`src/rtl/demosaic_frame_ctrl.sv`:
```
// Frame sequencer in front of the demosaicing core: gates frames on enable at
// frame boundaries, regenerates tuser/tlast, flags malformed input, zero-pads.
module demosaic_frame_ctrl #(
  parameter int unsigned Nrows = 349,
  parameter int unsigned Ncol  = 349,
  parameter int unsigned CNT_W = 16
) (
  input  logic             clk,
  input  logic             rst,
  input  logic             enable,
  input  logic             s_axis_tvalid,
  input  logic             s_axis_tuser,
  input  logic             s_axis_tlast,
  input  logic [7:0]       s_axis_tdata,
  output logic             s_axis_tready,
  output logic             m_axis_tvalid,
  output logic             m_axis_tuser,
  output logic             m_axis_tlast,
  output logic [7:0]       m_axis_tdata,
  input  logic             m_axis_tready,
  output logic             busy,
  output logic             frame_done,
  output logic             err_sof,
  output logic             err_eol,
  output logic [CNT_W-1:0] frame_cnt
);
  localparam int unsigned ROW_W = (Nrows > 1) ? $clog2(Nrows) : 1;
  localparam int unsigned COL_W = (Ncol > 1) ? $clog2(Ncol) : 1;
  localparam logic [ROW_W-1:0] ROW_LAST = ROW_W'(Nrows - 1);
  localparam logic [COL_W-1:0] COL_LAST = COL_W'(Ncol - 1);

  typedef enum logic [1:0] {IDLE, WAIT_SOF, ACTIVE, PAD} state_t;

  state_t           state, state_d;
  logic [ROW_W-1:0] row, row_d;
  logic [COL_W-1:0] col, col_d;
  logic             at_sof, at_eol, at_end;
  logic             premature, hs, in_frame, frame_end, eol_bad;

  // Stream outputs, counter advance and next state
  always_comb begin
    state_d       = state;
    row_d         = row;
    col_d         = col;
    s_axis_tready = 1'b0;
    m_axis_tvalid = 1'b0;
    m_axis_tuser  = 1'b0;
    m_axis_tlast  = 1'b0;
    m_axis_tdata  = 8'h00;
    premature     = 1'b0;
    at_sof        = (row == ROW_W'(0)) && (col == COL_W'(0));
    at_eol        = (col == COL_LAST);
    at_end        = at_eol && (row == ROW_LAST);

    case (state)
      WAIT_SOF: s_axis_tready = ~s_axis_tuser;
      ACTIVE: begin
        // A new SOF mid-frame is held upstream and never forwarded
        premature     = s_axis_tvalid && s_axis_tuser && !at_sof;
        m_axis_tvalid = s_axis_tvalid && !premature;
        s_axis_tready = m_axis_tready && !premature;
        m_axis_tdata  = s_axis_tdata;
        m_axis_tuser  = at_sof;
        m_axis_tlast  = at_eol;
      end
      PAD: begin
        m_axis_tvalid = 1'b1;
        m_axis_tuser  = at_sof;
        m_axis_tlast  = at_eol;
      end
      default: ;
    endcase

    hs        = m_axis_tvalid && m_axis_tready;
    in_frame  = (state == ACTIVE) || (state == PAD);
    frame_end = hs && at_end && in_frame;
    eol_bad   = (state == ACTIVE) && hs && (s_axis_tlast != at_eol);

    if (hs) begin
      if (at_eol) begin
        col_d = COL_W'(0);
        row_d = at_end ? ROW_W'(0) : row + ROW_W'(1);
      end else begin
        col_d = col + COL_W'(1);
      end
    end

    case (state)
      IDLE: if (enable) state_d = WAIT_SOF;
      WAIT_SOF: begin
        if (!enable) begin
          state_d = IDLE;
        end else if (s_axis_tvalid && s_axis_tuser) begin
          state_d = ACTIVE;
          row_d   = ROW_W'(0);
          col_d   = COL_W'(0);
        end
      end
      ACTIVE: begin
        if (premature)      state_d = PAD;
        else if (frame_end) state_d = enable ? WAIT_SOF : IDLE;
      end
      PAD: if (frame_end) state_d = enable ? ACTIVE : IDLE;
      default: state_d = IDLE;
    endcase
  end

  // State, counters and registered status
  always_ff @(posedge clk) begin
    if (rst) begin
      state      <= IDLE;
      row        <= ROW_W'(0);
      col        <= COL_W'(0);
      busy       <= 1'b0;
      frame_done <= 1'b0;
      err_sof    <= 1'b0;
      err_eol    <= 1'b0;
      frame_cnt  <= CNT_W'(0);
    end else begin
      state      <= state_d;
      row        <= row_d;
      col        <= col_d;
      busy       <= (state_d == ACTIVE) || (state_d == PAD);
      frame_done <= frame_end;
      err_sof    <= premature;
      err_eol    <= eol_bad;
      if (frame_end) frame_cnt <= frame_cnt + CNT_W'(1);
    end
  end

endmodule

```
`config.mk`:
```
export PLATFORM = sky130hd
export DESIGN_NAME = demosaic_frame_ctrl
export DESIGN_NICKNAME = d
export VERILOG_FILES = /design/src/rtl/demosaic_frame_ctrl.sv
export SDC_FILE = /design/constraint.sdc
export NUM_CORES = 1
export LEC_CHECK = 0
export CORE_MARGIN = 2
export CORE_UTILIZATION = 47
export DETAILED_ROUTE_END_ITERATION = 7
export GPL_TIMING_DRIVEN = 0
export MAX_ROUTING_LAYER = met4
export PLACE_DENSITY = 0.77
export SLEW_MARGIN = 25
export SYNTH_ARGS = -nofsm -noshare
export SYNTH_HDL_FRONTEND = slang
export SYNTH_SLANG_ARGS = --single-unit
```
`constraint.sdc`:
```
create_clock -name clk -period 2.54 [get_ports clk]
set_clock_uncertainty 0.1 [all_clocks]
set_input_delay 0.381 -clock clk [delete_from_list [all_inputs] [get_ports clk]]
set_output_delay 0.381 -clock clk [all_outputs]
set_load 0.005 [all_outputs]
```
Word level (Yosys, flattened, before mapping)
Index checks and enable logic that the tools add are counted.
{"block": "word_totals", "register_bits": 40, "latchBits": 0, "ram_bits": 0, "rom_bits": 0, "input_bits": 15, "output_inout_bits": 32, "wordCells": 65, "mem_count": 0}
{"block": "op_classes", "addsub": 3, "multipliers": 0, "n_div": 0, "order_cmp": 0, "eq_ne": 8, "n_shift": 0, "muxes": 26, "bitwise_logic": 1, "n_reduce_logical": 19}
{"cell": "9-bit 2-to-1 mux", "n": 11}
{"cell": "9-bit by 1-bit adder with 9-bit output (second input constant)", "n": 2}
{"cell": "9-bit == test (second input constant)", "n": 2}
{"cell": "9-bit logical NOT", "n": 2}
{"cell": "16-bit by 1-bit adder with 16-bit output (second input constant)", "n": 1}
{"cell": "2-bit 2-to-1 mux", "n": 7}
{"cell": "1-bit logical AND", "n": 11}
{"cell": "2-bit == test (second input constant)", "n": 4}
{"cell": "8-bit 2-to-1 mux", "n": 1}
{"cell": "2-bit one-hot mux with 4 select lines", "n": 1}
{"cell": "1-bit 2-to-1 mux", "n": 4}
{"cell": "1-bit one-hot mux with 2 select lines", "n": 2}
{"cell": "2-bit by 1-bit == test with 1-bit output (second input constant)", "n": 1}
{"cell": "1-bit logical NOT", "n": 2}
{"cell": "2-bit logical NOT", "n": 1}
{"cell": "1-bit logical OR", "n": 2}
{"cell": "2-bit OR reduction", "n": 1}
{"cell": "1-bit != test", "n": 1}
{"cell": "1-bit NOT", "n": 1}

Depth between registers and ports, before layout
{"block": "depth", "ltp_word": 15, "depth_mapped": 10, "ltp_nobuf": 7}

Least setup slack after synthesis
OpenSTA, ideal clock, no wires.
{"block": "synth_timing", "kind": "flip-flop to flip-flop", "from": "reg row[0]", "to": "reg frame_cnt[15]", "t_arrival_ns": 2.397, "path_slack_ns": -0.028, "path_stages_with_launch": 9, "path_buffers": 1, "cell_sequence": "dfxtp_1 -> inv_1 -> ha_1 -> or3b_1 -> or3_4 -> o31a_1 -> buf_6 -> or4_1 -> a21oi_1"}
{"block": "synth_via", "elab_chain_cells": 10, "elab_cells_between_ends": 12, "cone_classes": "eq/ne (1); mux (1); reduce/logical (10)"}
{"item": "from (decl)", "line_no": "35", "source": "logic [ROW_W-1:0] row, row_d;"}
{"item": "from (signal assigned)", "line_no": "121", "source": "row <= row_d;"}
{"item": "9-bit logical NOT", "line_no": "51", "source": "at_sof = (row == ROW_W'(0)) && (col == COL_W'(0));"}
{"item": "1-bit logical AND", "line_no": "51"}
{"item": "1-bit logical NOT", "line_no": "59", "source": "premature = s_axis_tvalid && s_axis_tuser && !at_sof;"}
{"item": "1-bit logical AND", "line_no": "59"}
{"item": "1-bit logical NOT", "line_no": "60", "source": "m_axis_tvalid = s_axis_tvalid && !premature;"}
{"item": "1-bit logical AND", "line_no": "60"}
{"item": "1-bit one-hot mux with 2 select lines", "line_no": "55", "source": "case (state)"}
{"item": "1-bit logical AND", "line_no": "74", "source": "hs = m_axis_tvalid && m_axis_tready;"}
{"item": "1-bit logical AND (*) (2 in a row)", "line_no": "76", "source": "frame_end = hs && at_end && in_frame;"}
{"item": "to (signal assigned)", "line_no": "127", "source": "if (frame_end) frame_cnt <= frame_cnt + CNT_W'(1);"}
{"item": "to (decl)", "line_no": "25", "source": "output logic [CNT_W-1:0] frame_cnt"}
Mark *: on every way between the ends. The rest lies on a longest branch, timed or not.
A chain may end at the register's enable or synchronous reset.

Final worst setup path
{"block": "layout_timing", "from": "reg row[2]", "to": "out m_axis_tvalid"}
{"block": "layout_via", "elab_chain_cells": 7}
{"item": "9-bit logical NOT", "line_no": "51"}
{"item": "1-bit logical AND", "line_no": "51"}
{"item": "1-bit logical NOT", "line_no": "59"}
{"item": "1-bit logical AND", "line_no": "59"}
{"item": "1-bit logical NOT", "line_no": "60"}
{"item": "1-bit logical AND", "line_no": "60"}
{"item": "1-bit one-hot mux with 2 select lines", "line_no": "55"}
{"item": "to (decl)", "line_no": "16", "source": "output logic m_axis_tvalid,"}
No other way between the ends.

==> impl_results.md <==
* Result of the run: finished, violations left
* Failing checks: setup timing
* Hold Path Class: reg -> reg
* Sequential power share at 0.435
* Synthesized area at 2390 sq um
* Net Sw Power at approximately 0.47 mW
* Period minus WS final at roughly 2700 ps
* FP Rows at 25
* Die width at about 75 um
* Ys async rst share at 0
* Worst setup margin at -190 ps
* Worst-Margin Slew at 657 ps
* Post-DP Area at around 3000 sq um
* Post-DR vias/cell at slightly above 6
* Core Box Area at a little under 5000 sq um
* Chip height at 75.4 um
* Tcrit/Tclk final at 1.07
* Drt drc at 0
* Worst slew margin at 0.560
* Area grow syn2layout at 45.1%
* Final slew viol count at 0
* Comb power frac at 0.261
* Initial DRC Count at around 260
* Clock Tree Root: clkbuf_8
* Wirelength per Cell at approximately 17 um
* Initial cell density of the core at 0.497
* Fmax at ~370 MHz
* Crit path DAT at 2250 ps
* Highest net fanout along the worst path at 2
* Global Route met1 Usage at 0.349
* Syn Nets at roughly 330
* Clk buf depth at 2
* Synthesized instance count at around 300
* Register area share after synthesis at 0.335
* Crit end category: output port
* Drt total wl at 7.64 mm
* Layout net count at 401
* Setup violation total in the final timing report at 8
* Via Count at approximately 2.7k
* Total gr overflow at 0
* Endpoints failing hold at 0
* Ant. Diodes at 0
* DRT Pass-1 Iters at 5
* Max cap viols at 0
* Mean Syn Cell Area at approximately 8.0 sq um
* Total CTS buffers at 5
* Pin count of the biggest net entering global routing at 15
* Design Area, Final at 3470 sq um
* PortBufs at 45
* Setup_tns at -905 ps
* Leakage at between 1 and 1.5 nW
* Ys Warns at 0
* RSZ-0062 raised after global routing: yes
* H-tree lvl count at 2
* Main synth FF type: dfxtp_1
* Clk sinks at 40
* Gpl congestion at 0.900
* Number of routed nets with antenna violations at 0
* Vias in the first global route at about 2.5k
* Internal at 1.02 mW
* GRT Total Usage at 0.285
* Netlist cell types at 48
* Post-DP HPWL at 4.85 mm
* CTS tree: done
* Initial antenna violation count at 0
* #FFs+latches synth at 40
* Worst skew pair latency at 310 ps
* Fill count at between 300 and 400
* Clk pin slew, worst setup/hold paths at approximately 90 ps
* Critical path class: reg -> out
* Gr busiest metal: met2
* Net Sw Frac at 0.316
* Max VDD drop at ~370 uV
* Die area at between 5000 and 6000 sq um
* I/O pin count at 47
* First-pass GRT wire length at 12.0 mm
* Pwr dens at ~430 nW/um^2
* M2 GR Usage at 0.472
* CP Launch Type: flip-flop
* Proportion of layout cells with a drive suffix above 1 at 0.257
* Number of synthesized flops with an enable pin at 0
* Critical path required time at 2060 ps
* Clock network fraction of total power at 0.304
* Hold-fix buffers at CTS at 0
* Met3 Use GR at 0.0661
==> what timing repair did <==
| action | 4_1_cts | 5_1_grt |
|---|---|---|
| pin swaps | 18 | 5 |
| resized for setup | 75 | 24 |
| endpoints found under the setup margin | 50 | 50 |
| setup buffers | 19 | 7 |
==> cell usage after synthesis, types with 5 or more instances <==
master    instances  area [sq um]
a21oi_1          26           130
a31oi_1           5          31.3
and2_1           11          68.8
clkbuf_1         16          60.1
dfxtp_1          40           801
ha_1              9           113
inv_1            13          48.8
nand2_1          18          67.6
nand3_1          19          95.1
nand4_1           8          50.1
nor2_1           17          63.8
nor2b_1           6          37.5
nor3_1            7          35.0
o21ai_0          13          65.1
o31ai_1          16           120
or3_1             8          50.1
or4_1            18           135
==> kinds of logic after synthesis <==
kind of cell | Yosys count | share of synthesized area
flip-flops | 40 | 0.335
adder cells (fa/ha/maj) | 9 | 0.0470
AND/OR/NAND/NOR | 136 | 0.332
multiplexers | 2 | 0.00889
buffers and inverters | 30 | 0.0502
XOR/XNOR | 3 | 0.0110
AO/OA/AOI/OAI | 81 | 0.216
==> final cells by class <==
class	instances	area [sq um]	area share
timing repair buffer	71	654	0.188
clock inverter	3	23.8	0.00684
tap	67	83.8	0.0241
inverter	13	48.8	0.0140
multi-input combinational	231	1650	0.476
buffer	15	115	0.0331
sequential	40	827	0.238
clock buffer	5	68.8	0.0198
==> final timing paths <==
check | start | endpoint | slack [ps] | cells past startpoint
setup / recovery | row[2] | m_axis_tvalid | -190 | 7
hold reg to reg | frame_cnt[15] | frame_cnt[15] | 400 | 2
hold / removal | frame_cnt[15] | frame_cnt[15] | 400 | 2
setup reg to reg | row[2] | frame_cnt[9] | -120 | 7
==> layout by cell type (no fill, tap or decap), drive strengths merged, types with 8 or more instances in the layout <==
cell type,n
a21oi,26
nand3,19
buf,33
or3,9
clkdlybuf4s50,41
o31ai,16
nand2,18
or4,19
clkbuf,16
o21ai,14
inv,13
and2,11
nand4,8
ha,9
nor2,17
dfxtp,40
==> critical path: stages (launching register included) <==
cell	delay [ps]
dfxtp_4	350
or4_4	530
or3_4	410
buf_6	120
o31a_1	270
buf_6	130
inv_2	40
buf_6	80
==> metal layers <==
metal	wire [um]	up-vias
met5	0	-
met4	115	0
met3	449	14
met2	3820	105
met1	3250	1333
li1	-	1296
==> power groups by stage <==
stage / Clock (mW) / Combinational, mW / Sequential (mW)
final: 0.452 / 0.388 / 0.647
after global routing: 0.482 / 0.418 / 0.648
after CTS: 0.449 / 0.355 / 0.647
after detailed placement: 0 / 0.281 / 0.665
after global placement: 0 / 0.279 / 0.665
after floorplan: 0 / 0.163 / 0.663
==> metrics by stage <==
| stage | utilization | instances | setup slack, ps | power [mW] | hold WS, ps |
|---|---|---|---|---|---|
| finish | 0.721 | 445 | -190 | 1.49 | 396 |
| global route | 0.721 | 445 | -241 | 1.55 | 417 |
| CTS | 0.697 | 439 | -198 | 1.45 | 394 |
| detailed placement | 0.608 | 413 | -718 | 0.947 | 380 |
| global placement | 0.608 | 413 | -705 | 0.944 | 361 |
| floorplan | - | 301 | 23.5 | 0.825 | 357 |
==> flip-flops by register name, indices dropped and copies added, names as in the netlist <==
signal / count
row: 9
frame_done: 1
frame_cnt: 16
busy: 1
col: 9
state: 2
err_eol: 1
err_sof: 1
Power figures use the tool's default switching activity.
